<file path="config.mk">
export PLATFORM = sky130hd
export DESIGN_NAME = button_pulse_conditioner
export DESIGN_NICKNAME = d
export VERILOG_FILES = /design/src/rtl/boton_pkg.sv /design/src/rtl/boton_canal.sv /design/src/rtl/button_pulse_conditioner.sv
export SDC_FILE = /design/constraint.sdc
export NUM_CORES = 1
export LEC_CHECK = 0
export ABC_CLOCK_PERIOD_IN_PS = 2300
export BUFFER_PORTS_ARGS = -buffer_cell sky130_fd_sc_hd__buf_2
export CAP_MARGIN = 10
export CORE_AREA = 5 5 108 69
export DETAILED_ROUTE_END_ITERATION = 6
export DIE_AREA = 0 0 113 74
export GPL_ROUTABILITY_DRIVEN = 0
export PLACE_DENSITY = 0.86
export SLEW_MARGIN = 15
export SYNTH_ARGS = -nofsm -noshare
export SYNTH_HDL_FRONTEND = slang
export SYNTH_SLANG_ARGS = --single-unit
</file>
<file path="constraint.sdc">
create_clock -name clk_100MHz -period 2.3 [get_ports clk_100MHz]
set_input_delay 0.46 -clock clk_100MHz [delete_from_list [all_inputs] [get_ports clk_100MHz]]
set_output_delay 0.46 -clock clk_100MHz [all_outputs]
set_load 0.05 [all_outputs]
</file>
<file path="src/rtl/boton_pkg.sv">
// Shared types and defaults for the push-button conditioning channels.
// State encoding, default cycle counts and counter sizing helpers.
package boton_pkg;

  typedef enum logic [2:0] {
    S_IDLE        = 3'd0,
    S_PRESS_CHK   = 3'd1,
    S_HELD        = 3'd2,
    S_REPEAT      = 3'd3,
    S_RELEASE_CHK = 3'd4
  } boton_state_t;

  localparam int unsigned DEF_DEBOUNCE_CYCLES = 1_000_000;
  localparam int unsigned DEF_HOLD_CYCLES     = 50_000_000;
  localparam int unsigned DEF_REPEAT_CYCLES   = 20_000_000;

  function automatic int unsigned max3(input int unsigned a,
                                       input int unsigned b,
                                       input int unsigned c);
    int unsigned m;
    m = a;
    if (b > m) m = b;
    if (c > m) m = c;
    return m;
  endfunction

  // The largest terminal count is max_count-1, so clog2(max_count) bits suffice.
  function automatic int unsigned cnt_width(input int unsigned max_count);
    return (max_count > 1) ? $clog2(max_count) : 1;
  endfunction

endpackage

</file>
<file path="src/rtl/boton_canal.sv">
// One button channel: 2-FF synchronizer, debounce/hold/repeat FSM and counter.
// pulse_c and held_c are next-cycle values; the top level registers them.
module boton_canal
  import boton_pkg::*;
#(
  parameter int unsigned DEBOUNCE_CYCLES = DEF_DEBOUNCE_CYCLES,
  parameter int unsigned HOLD_CYCLES     = DEF_HOLD_CYCLES,
  parameter int unsigned REPEAT_CYCLES   = DEF_REPEAT_CYCLES,
  parameter bit          REPEAT_EN       = 1'b1
) (
  input  logic clk,
  input  logic rst,
  input  logic raw,
  output logic pulse_c,
  output logic held_c
);

  localparam int unsigned CNT_MAX = max3(DEBOUNCE_CYCLES, HOLD_CYCLES, REPEAT_CYCLES);
  localparam int unsigned CNT_W   = cnt_width(CNT_MAX);

  localparam logic [CNT_W-1:0] DEB_LAST  = CNT_W'(DEBOUNCE_CYCLES - 1);
  localparam logic [CNT_W-1:0] HOLD_LAST = CNT_W'(HOLD_CYCLES - 1);
  localparam logic [CNT_W-1:0] REP_LAST  = CNT_W'(REPEAT_CYCLES - 1);
  localparam logic [CNT_W-1:0] CNT_ONE   = CNT_W'(1);

  logic         s_meta;
  logic         s;
  boton_state_t state;
  boton_state_t state_nxt;
  logic [CNT_W-1:0] cnt;
  logic [CNT_W-1:0] cnt_nxt;

  // Synchronizer for the asynchronous raw button level
  always_ff @(posedge clk or posedge rst) begin
    if (rst) begin
      s_meta <= 1'b0;
      s      <= 1'b0;
    end else begin
      s_meta <= raw;
      s      <= s_meta;
    end
  end

  always_ff @(posedge clk or posedge rst) begin
    if (rst) begin
      state <= S_IDLE;
      cnt   <= '0;
    end else begin
      state <= state_nxt;
      cnt   <= cnt_nxt;
    end
  end

  // A low sample always wins over a terminal count in HELD/REPEAT
  always_comb begin
    state_nxt = state;
    cnt_nxt   = cnt;
    pulse_c   = 1'b0;
    case (state)
      S_IDLE: begin
        cnt_nxt = '0;
        if (s) state_nxt = S_PRESS_CHK;
      end
      S_PRESS_CHK: begin
        if (!s) begin
          state_nxt = S_IDLE;
          cnt_nxt   = '0;
        end else if (cnt == DEB_LAST) begin
          state_nxt = S_HELD;
          cnt_nxt   = '0;
          pulse_c   = 1'b1;
        end else begin
          cnt_nxt = cnt + CNT_ONE;
        end
      end
      S_HELD: begin
        if (!s) begin
          state_nxt = S_RELEASE_CHK;
          cnt_nxt   = '0;
        end else if (cnt == HOLD_LAST) begin
          if (REPEAT_EN) begin
            state_nxt = S_REPEAT;
            cnt_nxt   = '0;
            pulse_c   = 1'b1;
          end
        end else begin
          cnt_nxt = cnt + CNT_ONE;
        end
      end
      S_REPEAT: begin
        if (!s) begin
          state_nxt = S_RELEASE_CHK;
          cnt_nxt   = '0;
        end else if (cnt == REP_LAST) begin
          cnt_nxt = '0;
          pulse_c = 1'b1;
        end else begin
          cnt_nxt = cnt + CNT_ONE;
        end
      end
      S_RELEASE_CHK: begin
        if (s) begin
          state_nxt = S_HELD;
          cnt_nxt   = '0;
        end else if (cnt == DEB_LAST) begin
          state_nxt = S_IDLE;
          cnt_nxt   = '0;
        end else begin
          cnt_nxt = cnt + CNT_ONE;
        end
      end
      default: begin
        state_nxt = S_IDLE;
        cnt_nxt   = '0;
      end
    endcase
  end

  assign held_c = (state_nxt == S_HELD) || (state_nxt == S_REPEAT) ||
                  (state_nxt == S_RELEASE_CHK);

endmodule

</file>
<file path="src/rtl/button_pulse_conditioner.sv">
// Turns bouncing up/down button levels into clean one-cycle step pulses.
// Two independent channels plus a registered output stage with collision suppression.
module button_pulse_conditioner
  import boton_pkg::*;
#(
  parameter int unsigned DEBOUNCE_CYCLES = DEF_DEBOUNCE_CYCLES,
  parameter int unsigned HOLD_CYCLES     = DEF_HOLD_CYCLES,
  parameter int unsigned REPEAT_CYCLES   = DEF_REPEAT_CYCLES,
  parameter bit          REPEAT_EN       = 1'b1
) (
  input  logic clk_100MHz,
  input  logic rst,
  input  logic btn_up_raw,
  input  logic btn_down_raw,
  output logic up,
  output logic down,
  output logic up_held,
  output logic down_held
);

  logic up_pulse_c;
  logic down_pulse_c;
  logic up_held_c;
  logic down_held_c;

  boton_canal #(
    .DEBOUNCE_CYCLES (DEBOUNCE_CYCLES),
    .HOLD_CYCLES     (HOLD_CYCLES),
    .REPEAT_CYCLES   (REPEAT_CYCLES),
    .REPEAT_EN       (REPEAT_EN)
  ) u_canal_up (
    .clk     (clk_100MHz),
    .rst     (rst),
    .raw     (btn_up_raw),
    .pulse_c (up_pulse_c),
    .held_c  (up_held_c)
  );

  boton_canal #(
    .DEBOUNCE_CYCLES (DEBOUNCE_CYCLES),
    .HOLD_CYCLES     (HOLD_CYCLES),
    .REPEAT_CYCLES   (REPEAT_CYCLES),
    .REPEAT_EN       (REPEAT_EN)
  ) u_canal_down (
    .clk     (clk_100MHz),
    .rst     (rst),
    .raw     (btn_down_raw),
    .pulse_c (down_pulse_c),
    .held_c  (down_held_c)
  );

  // Simultaneous pulses cancel each other so the modifier never sees both
  always_ff @(posedge clk_100MHz or posedge rst) begin
    if (rst) begin
      up        <= 1'b0;
      down      <= 1'b0;
      up_held   <= 1'b0;
      down_held <= 1'b0;
    end else begin
      up        <= up_pulse_c & ~down_pulse_c;
      down      <= down_pulse_c & ~up_pulse_c;
      up_held   <= up_held_c;
      down_held <= down_held_c;
    end
  end

endmodule

</file>
==> impl_metrics.csv <==
group,metric,value,unit
detailed_routing,vias,2998,
power_and_ir_drop,power.leakage,1.56,nW
finish,layout.cells.most_common,"dfrtp_1",
cts,path_clk_slew,0.07,ns
synthesis,yosys-top-cells-area,"dfrtp_1 45%, xnor2_1 9.7%, nor3_1 6.5%, nor3_2 5.4%, nor2_1 2.8%",
detailed_routing,wirelength,8460,µm
global_routing,grt_use_total,21.7,%
synthesis,ys.flop_type,"dfrtp_1",
critical_path,cp-startpoint,"u_canal_down.cnt[22]",
critical_path,crit_path_end_kind,"register",
power_and_ir_drop,ir_drop,0.325,mV
detailed_routing,drt.antenna.violating_nets,0,
power_and_ir_drop,power_density,546,nW/µm²
synthesis,syn_inst,365,
floorplanning,io_pins,8,
critical_path,path_cells,"or4b_1, nor4_4, nand2_2, a22oi_4, buf_12, nor3_1",
status,status,"complete, no violations",
finish,seq_area,1650,µm²
sta,timing.hold.ws,0.121,ns
floorplanning,rows,23,
critical_path,slowest_delay,0.62,ns
critical_path,critPathRequiredTime,2.53,ns
floorplanning,initial_core_util,57.4,%
placement,hpwl,5420,µm
critical_path,regToRegStartpoint,"u_canal_down.cnt[22]",
floorplanning,die_y,74,µm
cts,insertion_delay,0.36,ns
flow_run,maxCapViolations,0,
finish,antennaDiodeCount,0,
global_routing,grt_max_degree,37,
detailed_routing,vias_per_cell,6.25,
floorplanning,die_w,113,µm
finish,drive_above_1_share,21.4,%
cts,cts.sinks,66,
placement,port_buffers,7,
placement,dpl-instance-area,3950,µm²
global_routing,grt_pass1_vias,2899,
detailed_routing,first_pass_iters,5,
finish,fin_area,4210,µm²
detailed_routing,drc,0,
global_routing,overflow,0,
detailed_routing,initialDrtViolationCount,407,
detailed_routing,wl_per_cell,17.6,µm
critical_path,critPathTopFamily,"simple AND/OR/NAND/NOR gates",
cts,ctsHoldBuffers,0,
finish,multi_input_area,1920,µm²
floorplanning,core,6420,µm²
finish,syn2layout_area_growth,14.1,%
synthesis,synthDistinctLibCells,50,
synthesis,async_flop_share,100,%
cts,cts-root-buf,"clkbuf_8",
cts,cts_buffers,9,
finish,mostFrequentLayoutCells,"66 x dfrtp_1, 47 x nor3_1, 41 x xnor2_1, 27 x nor2_1, 22 x nand2_1",
sta,finClkSkew,0.00833,ns
sta,setup_viol,0,
min_path,hp-class,"input port to asynchronous set/reset pin",
sta,slew_viol_final,0,
sta,period_needed,2.25,ns
floorplanning,die-area,8360,µm²
critical_path,critPathLaunchType,"register",
cts,cts_tree,"done",
critical_path,path_max_fanout,13,
global_routing,antenna_found_initial,0,
critical_path,cp_num_buf_inv,1,
synthesis,synth_edf_count,0,
sta,fmax,0.444,GHz
synthesis,yosysTopAreaCellShare,44.8,%
synthesis,synth.cell_area,3680,µm²
cts,cts_buffer_depth,2,
synthesis,avgSynthCellArea,10.1,µm²
sta,worst_pin_slew,0.644,ns
critical_path,cp_slowest_cell,"or4b_1",
sta,period_share,98.0,%
cts,htreeDepth,3,
finish,fin_nets,394,
global_routing,grt_pass1_wl,14300,µm
sta,slew_headroom,57.0,%
critical_path,critPathKind,"register to register",
critical_path,crit_arrival,2.49,ns
synthesis,ys_seq_area_share,44.8,%
synthesis,ys_warn_count,0,
sta,finalHoldViolCount,0,
synthesis,syn_nets,371,
cts,cts_setup_buffers,0,
synthesis,synth-seq-cells,66,
synthesis,synth_top_cell_by_area,"dfrtp_1",
finish,nFillCells,467,
-- final timing paths --
kind / to / slack, ns / cells past startpoint
hold / removal: u_canal_down.cnt[13] / 0.12 / 2
hold reg to reg: u_canal_up.s / 0.35 / 0
min in group clk_100MHz: u_canal_down.s_meta / 0.21 / 1
setup / recovery: u_canal_down.cnt[25] / 0.05 / 6
setup reg to reg: u_canal_down.cnt[25] / 0.05 / 6
max in group asynchronous: u_canal_up.cnt[2] / 1.46 / 4
-- cells by family after synthesis --
family,synth area share (%)
buf+inv,4.69
fa+ha+maj,0.679
simple gates,33.2
compound gates,5.23
flops,44.8
xor+xnor,11.4
-- state kept, by name (all words and copies together) (netlist names), 3 cells and up --
signal	flops
u_canal_up.cnt	26
u_canal_up.state	3
u_canal_down.state	3
u_canal_down.cnt	26
-- repair_timing --
action / in CTS / in global routing
endpoints found under the setup margin: 0 / 54
hold endpoints to repair: 0 / 0
resized for setup: 0 / 8
-- layer usage --
layer	vias to the layer above	GRT usage (%)	wire, µm
met2	166	31.4	3640
met4	0	7.33	154
met5	-	0	0
li1	1348	-	-
met3	21	6.91	808
met1	1463	31.2	3860
-- area by class of cell --
class,count,share of cell area (%)
clock inverter,2,0.833
inverter,17,1.52
clock buffer,14,3.87
multi-input combinational,266,45.6
tap,87,2.59
timing repair buffer,28,6.37
sequential,66,39.3
-- Yosys cell counts, types with 4 or more instances --
cell / number
dfrtp_1: 66
nor3_1: 48
xnor2_1: 41
nor2_1: 27
nand2_1: 22
nor3_2: 20
inv_1: 17
nand3_1: 15
nand4_1: 10
nor4_1: 9
clkbuf_1: 7
xor2_1: 7
or4_1: 6
a21oi_1: 4
nand2b_1: 4
nor3b_1: 4
-- through the flow --
step	setup TNS (ns)	util [%]	cells	power [mW]	setup slack (ns)
2_1_floorplan	0	-	365	1.28	0.184
3_3_place_gp	0	61.6	464	1.31	0.0717
3_5_place_dp	0	61.6	464	1.32	0.0687
4_1_cts	0	64.7	480	2.31	0.0351
5_1_grt	-0.587	65.5	480	2.38	-0.0517
6_report	0	65.5	480	2.30	0.0462
-- where the power goes --
group	internal [mW]	switching (mW)
sequential	1.17	0.0147
combinational	0.0385	0.0728
clock	0.560	0.439
total	1.77	0.527
Power figures use the tool's default switching activity.
